File: config.mk
export PLATFORM = sky130hd
export DESIGN_NAME = demux_deserializer
export DESIGN_NICKNAME = d
export VERILOG_FILES = /design/src/rtl/demux_deserializer.sv
export SDC_FILE = /design/constraint.sdc
export NUM_CORES = 1
export LEC_CHECK = 0
export BUFFER_PORTS_ARGS = -buffer_cell sky130_fd_sc_hd__buf_2
export CORE_MARGIN = 1.5
export CORE_UTILIZATION = 40
export CTS_CLUSTER_SIZE = 14
export DETAILED_ROUTE_END_ITERATION = 10
export PLACE_DENSITY = 0.69
export SLEW_MARGIN = 10
export SYNTH_ARGS = -nofsm -noshare
export SYNTH_HDL_FRONTEND = slang
export SYNTH_SLANG_ARGS = --single-unit
File: constraint.sdc
create_clock -name clk -period 1.65 [get_ports clk]
set_input_delay 0.33 -clock clk [delete_from_list [all_inputs] [get_ports clk]]
set_output_delay 0.33 -clock clk [all_outputs]
set_load 0.02 [all_outputs]
File: src/rtl/demux_deserializer.sv
// ---------------------------------------------------------------------------
// demux_deserializer
//
// Receive-side time-division demultiplexer. Samples arrive one per valid
// cycle and are steered into slots 0..N-1 (N = 2**SELECT_LINES) of a shadow
// word. When slot N-1 is filled, the complete word is registered onto `out`.
// At the same time `out_valid` pulses for one cycle. `sync_out` accompanies
// that pulse when the word's slot 0 was marked by `sync_in`.
//
// Ports
//   clk        in   rising-edge clock for all state
//   rst        in   synchronous active-high reset (highest priority)
//   in         in   DATA_WIDTH-bit serial sample
//   in_valid   in   sample on `in` is accepted this cycle
//   sync_in    in   frame marker; a qualified sample goes to slot 0
//   out        out  assembled word, slot k at [k*DATA_WIDTH +: DATA_WIDTH]
//   out_valid  out  one-cycle strobe when `out` holds a new complete word
//   sync_out   out  high with out_valid when the word began with sync_in
//   select     out  slot that the next accepted sample will fill
// ---------------------------------------------------------------------------
module demux_deserializer #(
  parameter int SELECT_LINES = 2,
  parameter int DATA_WIDTH   = 1
) (
  input  logic                                       clk,
  input  logic                                       rst,
  input  logic [DATA_WIDTH-1:0]                      in,
  input  logic                                       in_valid,
  input  logic                                       sync_in,
  output logic [(1<<SELECT_LINES)*DATA_WIDTH-1:0]    out,
  output logic                                       out_valid,
  output logic                                       sync_out,
  output logic [SELECT_LINES-1:0]                    select
);

  localparam int N  = 1 << SELECT_LINES;
  localparam int WW = N * DATA_WIDTH;

  localparam logic [SELECT_LINES-1:0] LAST_SLOT = SELECT_LINES'(N - 1);
  localparam logic [SELECT_LINES-1:0] ONE_SLOT  = SELECT_LINES'(1);
  // Slot that follows a sync sample: slot 1, or slot 0 again for a one-slot word.
  localparam logic [SELECT_LINES-1:0] SYNC_NEXT = (N == 1) ? SELECT_LINES'(0) : ONE_SLOT;

  logic [SELECT_LINES-1:0] sel_q, sel_d;
  logic [WW-1:0]           shadow_q, shadow_d;
  logic                    flag_q, flag_d;
  logic [WW-1:0]           out_q, out_d;
  logic                    out_valid_q, out_valid_d;
  logic                    sync_out_q, sync_out_d;

  logic [SELECT_LINES-1:0] slot_s;
  logic [WW-1:0]           merged_s;

  // Next-state logic: slot steering, word completion and frame-sync tracking.
  always_comb begin
    sel_d       = sel_q;
    shadow_d    = shadow_q;
    flag_d      = flag_q;
    out_d       = out_q;
    out_valid_d = 1'b0;
    sync_out_d  = 1'b0;

    // A sync sample always restarts the word at slot 0.
    if (sync_in) begin
      slot_s = SELECT_LINES'(0);
    end else begin
      slot_s = sel_q;
    end

    // Shadow word with the current sample merged in. Completion uses this
    // merged value so that the last sample appears on `out` one cycle later.
    merged_s = shadow_q;
    merged_s[int'(slot_s) * DATA_WIDTH +: DATA_WIDTH] = in;

    if (in_valid) begin
      shadow_d = merged_s;

      if (sync_in) begin
        sel_d  = SYNC_NEXT;
        flag_d = 1'b1;
      end else if (sel_q == LAST_SLOT) begin
        sel_d  = SELECT_LINES'(0);
      end else begin
        sel_d  = sel_q + ONE_SLOT;
      end

      if (slot_s == LAST_SLOT) begin
        out_d       = merged_s;
        out_valid_d = 1'b1;
        // sync_in only matters here for a one-slot word, where the sync
        // sample is also the last sample.
        sync_out_d  = flag_q | sync_in;
        flag_d      = 1'b0;
      end else begin
        out_d       = out_q;
      end
    end else if (sync_in) begin
      // Unqualified frame marker: drop the partial word without writing.
      // Its sync flag goes with it, because the next word starts unsynced.
      sel_d  = SELECT_LINES'(0);
      flag_d = 1'b0;
    end else begin
      sel_d  = sel_q;
    end
  end

  // State registers with synchronous reset.
  always_ff @(posedge clk) begin
    if (rst) begin
      sel_q       <= SELECT_LINES'(0);
      shadow_q    <= WW'(0);
      flag_q      <= 1'b0;
      out_q       <= WW'(0);
      out_valid_q <= 1'b0;
      sync_out_q  <= 1'b0;
    end else begin
      sel_q       <= sel_d;
      shadow_q    <= shadow_d;
      flag_q      <= flag_d;
      out_q       <= out_d;
      out_valid_q <= out_valid_d;
      sync_out_q  <= sync_out_d;
    end
  end

  assign out       = out_q;
  assign out_valid = out_valid_q;
  assign sync_out  = sync_out_q;
  assign select    = sel_q;

  demux_deserializer_chk #(
    .SELECT_LINES (SELECT_LINES)
  ) u_chk (
    .clk       (clk),
    .rst       (rst),
    .out_valid (out_valid_q),
    .sync_out  (sync_out_q)
  );

endmodule

// ---------------------------------------------------------------------------
// demux_deserializer_chk
//
// Protocol properties of the deserialiser outputs.
//
// Ports
//   clk        in   clock
//   rst        in   synchronous reset
//   out_valid  in   word strobe
//   sync_out   in   frame-sync strobe
// ---------------------------------------------------------------------------
module demux_deserializer_chk #(
  parameter int SELECT_LINES = 2
) (
  input logic clk,
  input logic rst,
  input logic out_valid,
  input logic sync_out
);

  // sync_out is only meaningful alongside a word strobe.
  a_sync_with_valid : assert property (@(posedge clk) disable iff (rst)
    sync_out |-> out_valid);

  // With two or more slots a word needs at least two accepted samples, so
  // the strobe can never be high on two consecutive cycles.
  if (SELECT_LINES >= 1) begin : g_pulse
    a_valid_single : assert property (@(posedge clk) disable iff (rst)
      out_valid |=> !out_valid);
  end

endmodule

==> results of run 1 <==
==> worst max-delay path, delay by kind of cell (launching register included) <==
kind	cells	cell delay, ps
and+or+nand+nor	3	490
DFF	1	430
AOI/OAI and AO/OA	1	160
buffers and inverters	1	130
adders and majority gates	1	290
==> what timing repair did <==
action | CTS | global route
setup endpoints to repair | 1 | 4
hold buffers | 0 | 0
pin swaps | 1 | 0
gates resized for setup | 0 | 8
==> routing by layer <==
| layer | GRT usage [%] | part of all wire, % | vias to the layer above | wire, um |
|---|---|---|---|---|
| li1 | - | - | 297 | - |
| met1 | 20.9 | 46 | 271 | 646 |
| met2 | 28.7 | 48 | 19 | 678 |
| met3 | 3.75 | 4.4 | 3 | 62 |
| met4 | 7.27 | 1.4 | 0 | 19 |
| met5 | 0 | 0 | - | 0 |
==> report_power, final <==
part	internal [mW]	switching, mW	leakage, nW
clock network	0.0939	0.108	0.0150
logic	0.0358	0.0438	0.257
registers	0.320	0.00478	0.105
==> cell families after synthesis <==
logic type / share of synthesized area (%)
xor gates and xnor gates: 2.67
and+or+nand+nor: 32.0
AOI/OAI and AO/OA: 10.5
buffers and inverters: 3.81
DFF: 39.6
adders and majority gates: 11.4
==> cells in the final DEF (no fill, tap or decap), types with 2 or more instances in the layout <==
cell type,netlist,layout
a21oi_1,3,3
nor2b_1,4,4
clkbuf_4,0,3
dfxtp_1,13,13
nor3_1,4,4
nand2b_4,1,2
buf_2,2,12
a311oi_2,0,2
nand2_1,10,10
ha_1,6,4
buf_4,1,8
nand4_1,4,4
nor2_1,7,7
==> metrics by stage <==
step | setup TNS, ps | instances | power, mW | hold WS (ps) | cell area, um^2
finish | 0 | 110 | 0.606 | 356 | 851
global route | 0 | 110 | 0.632 | 375 | 851
CTS | 0 | 110 | 0.596 | 345 | 806
detailed placement | -396 | 106 | 0.400 | 449 | 779
global placement | -127 | 106 | 0.397 | 437 | 779
floorplan | 0 | 73 | 0.376 | 402 | 657
==> cell type report <==
cell class	instances	area share, %
Clock buffer	4	3.09
Inverter	2	0.882
Tap cell	16	2.35
Sequential cell	13	30.6
Multi-Input combinational cell	55	49.0
Timing Repair Buffer	20	14.1
==> worst max-delay path by stage <==
stage                     startpoint  slack, ps  cells past startpoint     endpoint
after global placement       sync_in       -100                      6       out[3]
after floorplan            select[1]         20                      5       out[3]
after global routing       select[1]         20                      7       out[2]
after CTS                  select[1]         30                      5       out[3]
after detailed placement     sync_in       -160                      6       out[3]
final                      select[1]        110                      6  shadow_q[2]
==> state kept, by name, summed over array words and instances, names as in the netlist <==
name       count
flag_q         1
out_valid      1
select         2
sync_out       1
out            4
shadow_q       4
==> implementation parameters, run 1 <==
Parameter                              Value

CTS
  TritonCTS clock tree    done
  Postcts setup bufs    0
  Root Buffer    clkbuf_4
  Sinks on the clock net    13
  TritonCTS buffer count    3
  Clock latency of the later-clocked register in the worst-skew pair    280 ps
  Maximum clock path buffer count    2
  H-tree levels    1
  Clk pin slew, worst setup/hold paths    80 ps

Global route
  Global-route wire length before repair    2.43 mm
  Antenna violations before repair    0
  Via count of the first global-routing pass    576
  Aggregate global-route resource usage    17.0%
  Leftover overflow at the end of global routing    0
  Largest net degree at the start of global routing    14

Critical path
  Critical Path Start Type    register
  CP required    between 1500 and 2000 ps
  R2R Path Start    select[1]
  Path depth of the worst reg2reg path    6
  Critical path fanouts, max    3
  Worst setup path class    reg -> reg
  Worst setup EP type    register
  Cell type of the slowest stage on the worst timing path    dfxtp_1
  Endpoint arrival time on the critical path    approximately 1800 ps
  Setup slack of the most critical reg-to-reg path    110 ps
  Largest incremental delay on the critical path    430 ps
  Critical path, cell by cell    nand2b_4 -> ha_4 -> and4bb_2 -> buf_4 -> nand4_1 -> a21oi_1
  Worst reg2reg path endpoint    shadow_q[2]

STA
  Final worst-path setup slack    approximately 110 ps
  Worst Tran Pin Value    between 200 and 250 ps
  Setup Skew    between 3 and 4 ps
  Total of endpoints with negative setup slack in the final report    0
  Final-report hold violation count    0
  Slew Viols, Final    0
  Setup repair after global routing missed its margin    no
  Slew headroom    between 80% and 90%
  Final cycle utilization of the critical path    around 93%
  Maximum operating frequency    0.649 GHz
  Min Tclk post-route    around 1500 ps

Hold path
  Hold path startpoint    sync_in
  Hold path endpoint    select[1]
  Class of the worst hold path    in -> reg
  Number of instances on the worst hold path    3

Synth
  Library cell with the largest summed area after synthesis    dfxtp_1
  Area fraction of the dominant cell type after synthesis    between 30% and 40%
  Post-synthesis instance area    657 um^2
  Number of nets produced by synthesis    84
  Post-synth ARST share    0%
  Top flip-flop cell by instance count after synthesis    dfxtp_1
  Gate Count Post-Synth    73
  Avg Cell Area, Syn    about 9.0 um^2
  Library cells used by synthesis    26
  Number of flops mapped to enable cells by yosys    0
  Register bit count reported by yosys    13
  Most used standard cell by instance count after synthesis    dfxtp_1
  Cell types occupying the most area after synthesis    dfxtp_1 40%, ha_1 11%, nand2_1 5.7%
  Yosys warning count    0
  Portion of the post-synthesis area used by sequential elements    roughly 40%
  Leading cell types by count after synthesis    13 x dfxtp_1, 10 x nand2_1, 7 x nor2_1

Detailed routing
  Vias per std cell    approximately 5.4
  Remaining routing DRC violations    0
  Detailed Route Iter0 Violations    4
  Count of antenna-violating nets left after detailed routing    0
  Total wire length    ~1.4 mm
  Routed length per instance    around 13 um
  Drt pass-1 iters    4
  Via count    590

Cells and area
  Count of inserted antenna diode cells    0
  FF+latch area    260 um^2
  Final design utilization    55.8%
  Fraction of layout instances using a drive strength above 1    36.2%
  P&R area growth vs syn    29.5%
  Multi-input logic area    around 420 um^2
  Final #Nets    between 100 and 150
  FILL cells    136

Place
  Port buffer count    12
  Post-Place Setup Slack    -159 ps
  Weighted congestion reported at the end of routability-driven placement    0.760
  HPWL after DPL    1.00 mm

Power
  Leakage power total    between 0.3 and 0.4 nW
  Power per unit of standard cell area    a little over 700 mW/mm^2
  Maximum vdd ir drop    0.323 mV

Floorplanning
  Area of the die    0.00189 mm^2
  Starting density of the core    43.1%
  Width of the die    around 44 um
  Height of the die    43.5 um
  Count of pins on the block boundary    13
  Row count    14
  Core area    roughly 0.0015 mm^2

Status
  Outcome    completed

Flow run
  MaxCap Viol Count    0
Note: power is estimated with default switching activity, not from simulation.
==> run 2: changes to the inputs <==
CORE_UTILIZATION = 30   (was 40)
PLACE_DENSITY = 0.57   (was 0.69)
==> run 2 against run 1 <==
Clock power down 8%; cell area down 0.44%; maximum frequency up 0.64%; routed wire length down 2.9%; setup slack better by 9.7 ps; largest cell class unchanged.
==> implementation parameters, run 2 (synthesized netlist as in run 1, its figures left out) <==
Parameter                              Value

Power
  Overall power consumption    589 uW
  Power per unit of standard cell area    695 mW/mm^2
  Maximum vdd ir drop    0.224 mV
  Leakage power total    0.380 nW

Hold path
  Class of the worst hold path    in -> reg

Floorplanning
  Count of pins on the block boundary    13
  Row count    16
  Width of the die    49.8 um
  Height of the die    49.8 um
  Starting density of the core    32.8%
  Core area    between 0.002 and 0.0025 mm^2
  Area of the die    0.00248 mm^2

Detailed routing
  Routed length per instance    11.1 um
  Count of antenna-violating nets left after detailed routing    0
  Detailed Route Iter0 Violations    11
  Remaining routing DRC violations    0
  Drt pass-1 iters    2
  Via count    570
  Total wire length    1.37 mm
  Length of routed met2 wiring    637 um
  Met1 wire length    639 um
  Wire length on met3    73 um
  Uppermost signal routing layer after detailed routing    met4
  Vias per std cell    4.63

Cells and area
  FF+latch area    262 um^2
  Final #Nets    108
  FILL cells    205
  Fraction of layout instances using a drive strength above 1    32.3%
  Multi-input logic area    383 um^2
  Final design utilization    42.3%
  Count of inserted antenna diode cells    0
  P&R area growth vs syn    29.0%
  Final standard cell area without fillers    847 um^2
  Final instance count without filler cells    123
  Top library cells by usage in the layout, fill and taps aside    12 x dfxtp_1, 12 x buf_2, 10 x nand2_1, 10 x buf_4, 7 x nor2_1

STA
  Worst Tran Pin Value    ~250 ps
  Maximum operating frequency    roughly 0.65 GHz
  Setup Skew    2.44 ps
  Final-report hold violation count    0
  Final worst-path setup slack    about 120 ps
  Total of endpoints with negative setup slack in the final report    0
  Worst Hold Slack    350 ps
  Min Tclk post-route    1530 ps
  Total Negative Setup Slacks    0 ps
  Slew headroom    83.2%
  Final cycle utilization of the critical path    92.9%
  Setup repair after global routing missed its margin    no
  Slew Viols, Final    0

Place
  Post-Place Setup Slack    -88.8 ps
  Placed Instances    119
  Weighted congestion reported at the end of routability-driven placement    roughly 0.69
  Port buffer count    12
  Instance area at placement    808 um^2
  HPWL after DPL    1.01 mm

Global route
  Largest net degree at the start of global routing    14
  Leftover overflow at the end of global routing    0
  Global-route wire length before repair    2.26 mm
  Antenna violations before repair    0
  Aggregate global-route resource usage    11.9%
  Via count of the first global-routing pass    ~550

Critical path
  Worst setup path startpoint    select[0]
  Path depth of the worst reg2reg path    5
  Worst setup EP type    register
  CP required    1800 ps
  R2R Path Start    select[0]
  Crit path buffers/inverters    0
  Critical Path Start Type    register
  Largest incremental delay on the critical path    just under 400 ps
  Critical path, cell by cell    nand2b_4 -> ha_1 -> and4bb_1 -> a311oi_1 -> nor3_1
  Setup slack of the most critical reg-to-reg path    120 ps
  Endpoint arrival time on the critical path    1680 ps
  Logic depth of the worst setup path including buffers    5
  Cell type of the slowest stage on the worst timing path    dfxtp_1
  Critical path fanouts, max    4
  Cell class contributing the biggest share of worst-path delay    simple AND/OR/NAND/NOR gates
  End point of the critical path    out[1]
  Worst setup path class    reg -> reg
  Worst reg2reg path endpoint    out[1]

CTS
  TritonCTS buffer count    3
  Sinks on the clock net    13
  H-tree levels    1
  Clock latency of the later-clocked register in the worst-skew pair    260 ps
  Clk pin slew, worst setup/hold paths    70 ps
  TritonCTS clock tree    done
  Number of gates resized after cts    0
  Root Buffer    clkbuf_4
  Count of hold buffers inserted by post-cts repair    0
  Maximum clock path buffer count    2
  Postcts setup bufs    0

Flow run
  MaxCap Viol Count    0

Status
  Outcome    completed
-- run 2: worst min path at each step --
stage                             end  slack [ps]         from  depth (start not counted)
after global placement    shadow_q[3]         440  shadow_q[3]                          2
after global routing        select[1]         350      sync_in                          3
after CTS                   select[1]         350      sync_in                          3
after floorplan                out[0]         400          rst                          1
final                       select[1]         350      sync_in                          3
after detailed placement  shadow_q[3]         440  shadow_q[3]                          2
-- run 2: final cells by class --
type,instances,share of cell area [%]
inverters,2,0.886
clock buffers,4,3.10
multi-input cells,55,45.2
repair buffers,22,16.0
well taps,27,3.99
flip-flops and latches,13,30.9
-- run 2: power breakdown --
part / total [mW] / internal (mW) / switching, mW
clock network: 0.186 / 0.0934 / 0.0929
registers: 0.324 / 0.320 / 0.00461
logic: 0.0785 / 0.0361 / 0.0423
-- run 2: per-layer routing --
layer	vias to the layer above	track usage, %
met5	-	0
met4	0	6.94
met3	2	3.33
met2	10	19.3
met1	259	14.0
li1	299	-
-- run 2: tightest hold or removal path, stage by stage --
cell and delay, ps:
buf_2 100, buf_4 110, nor3_1 40
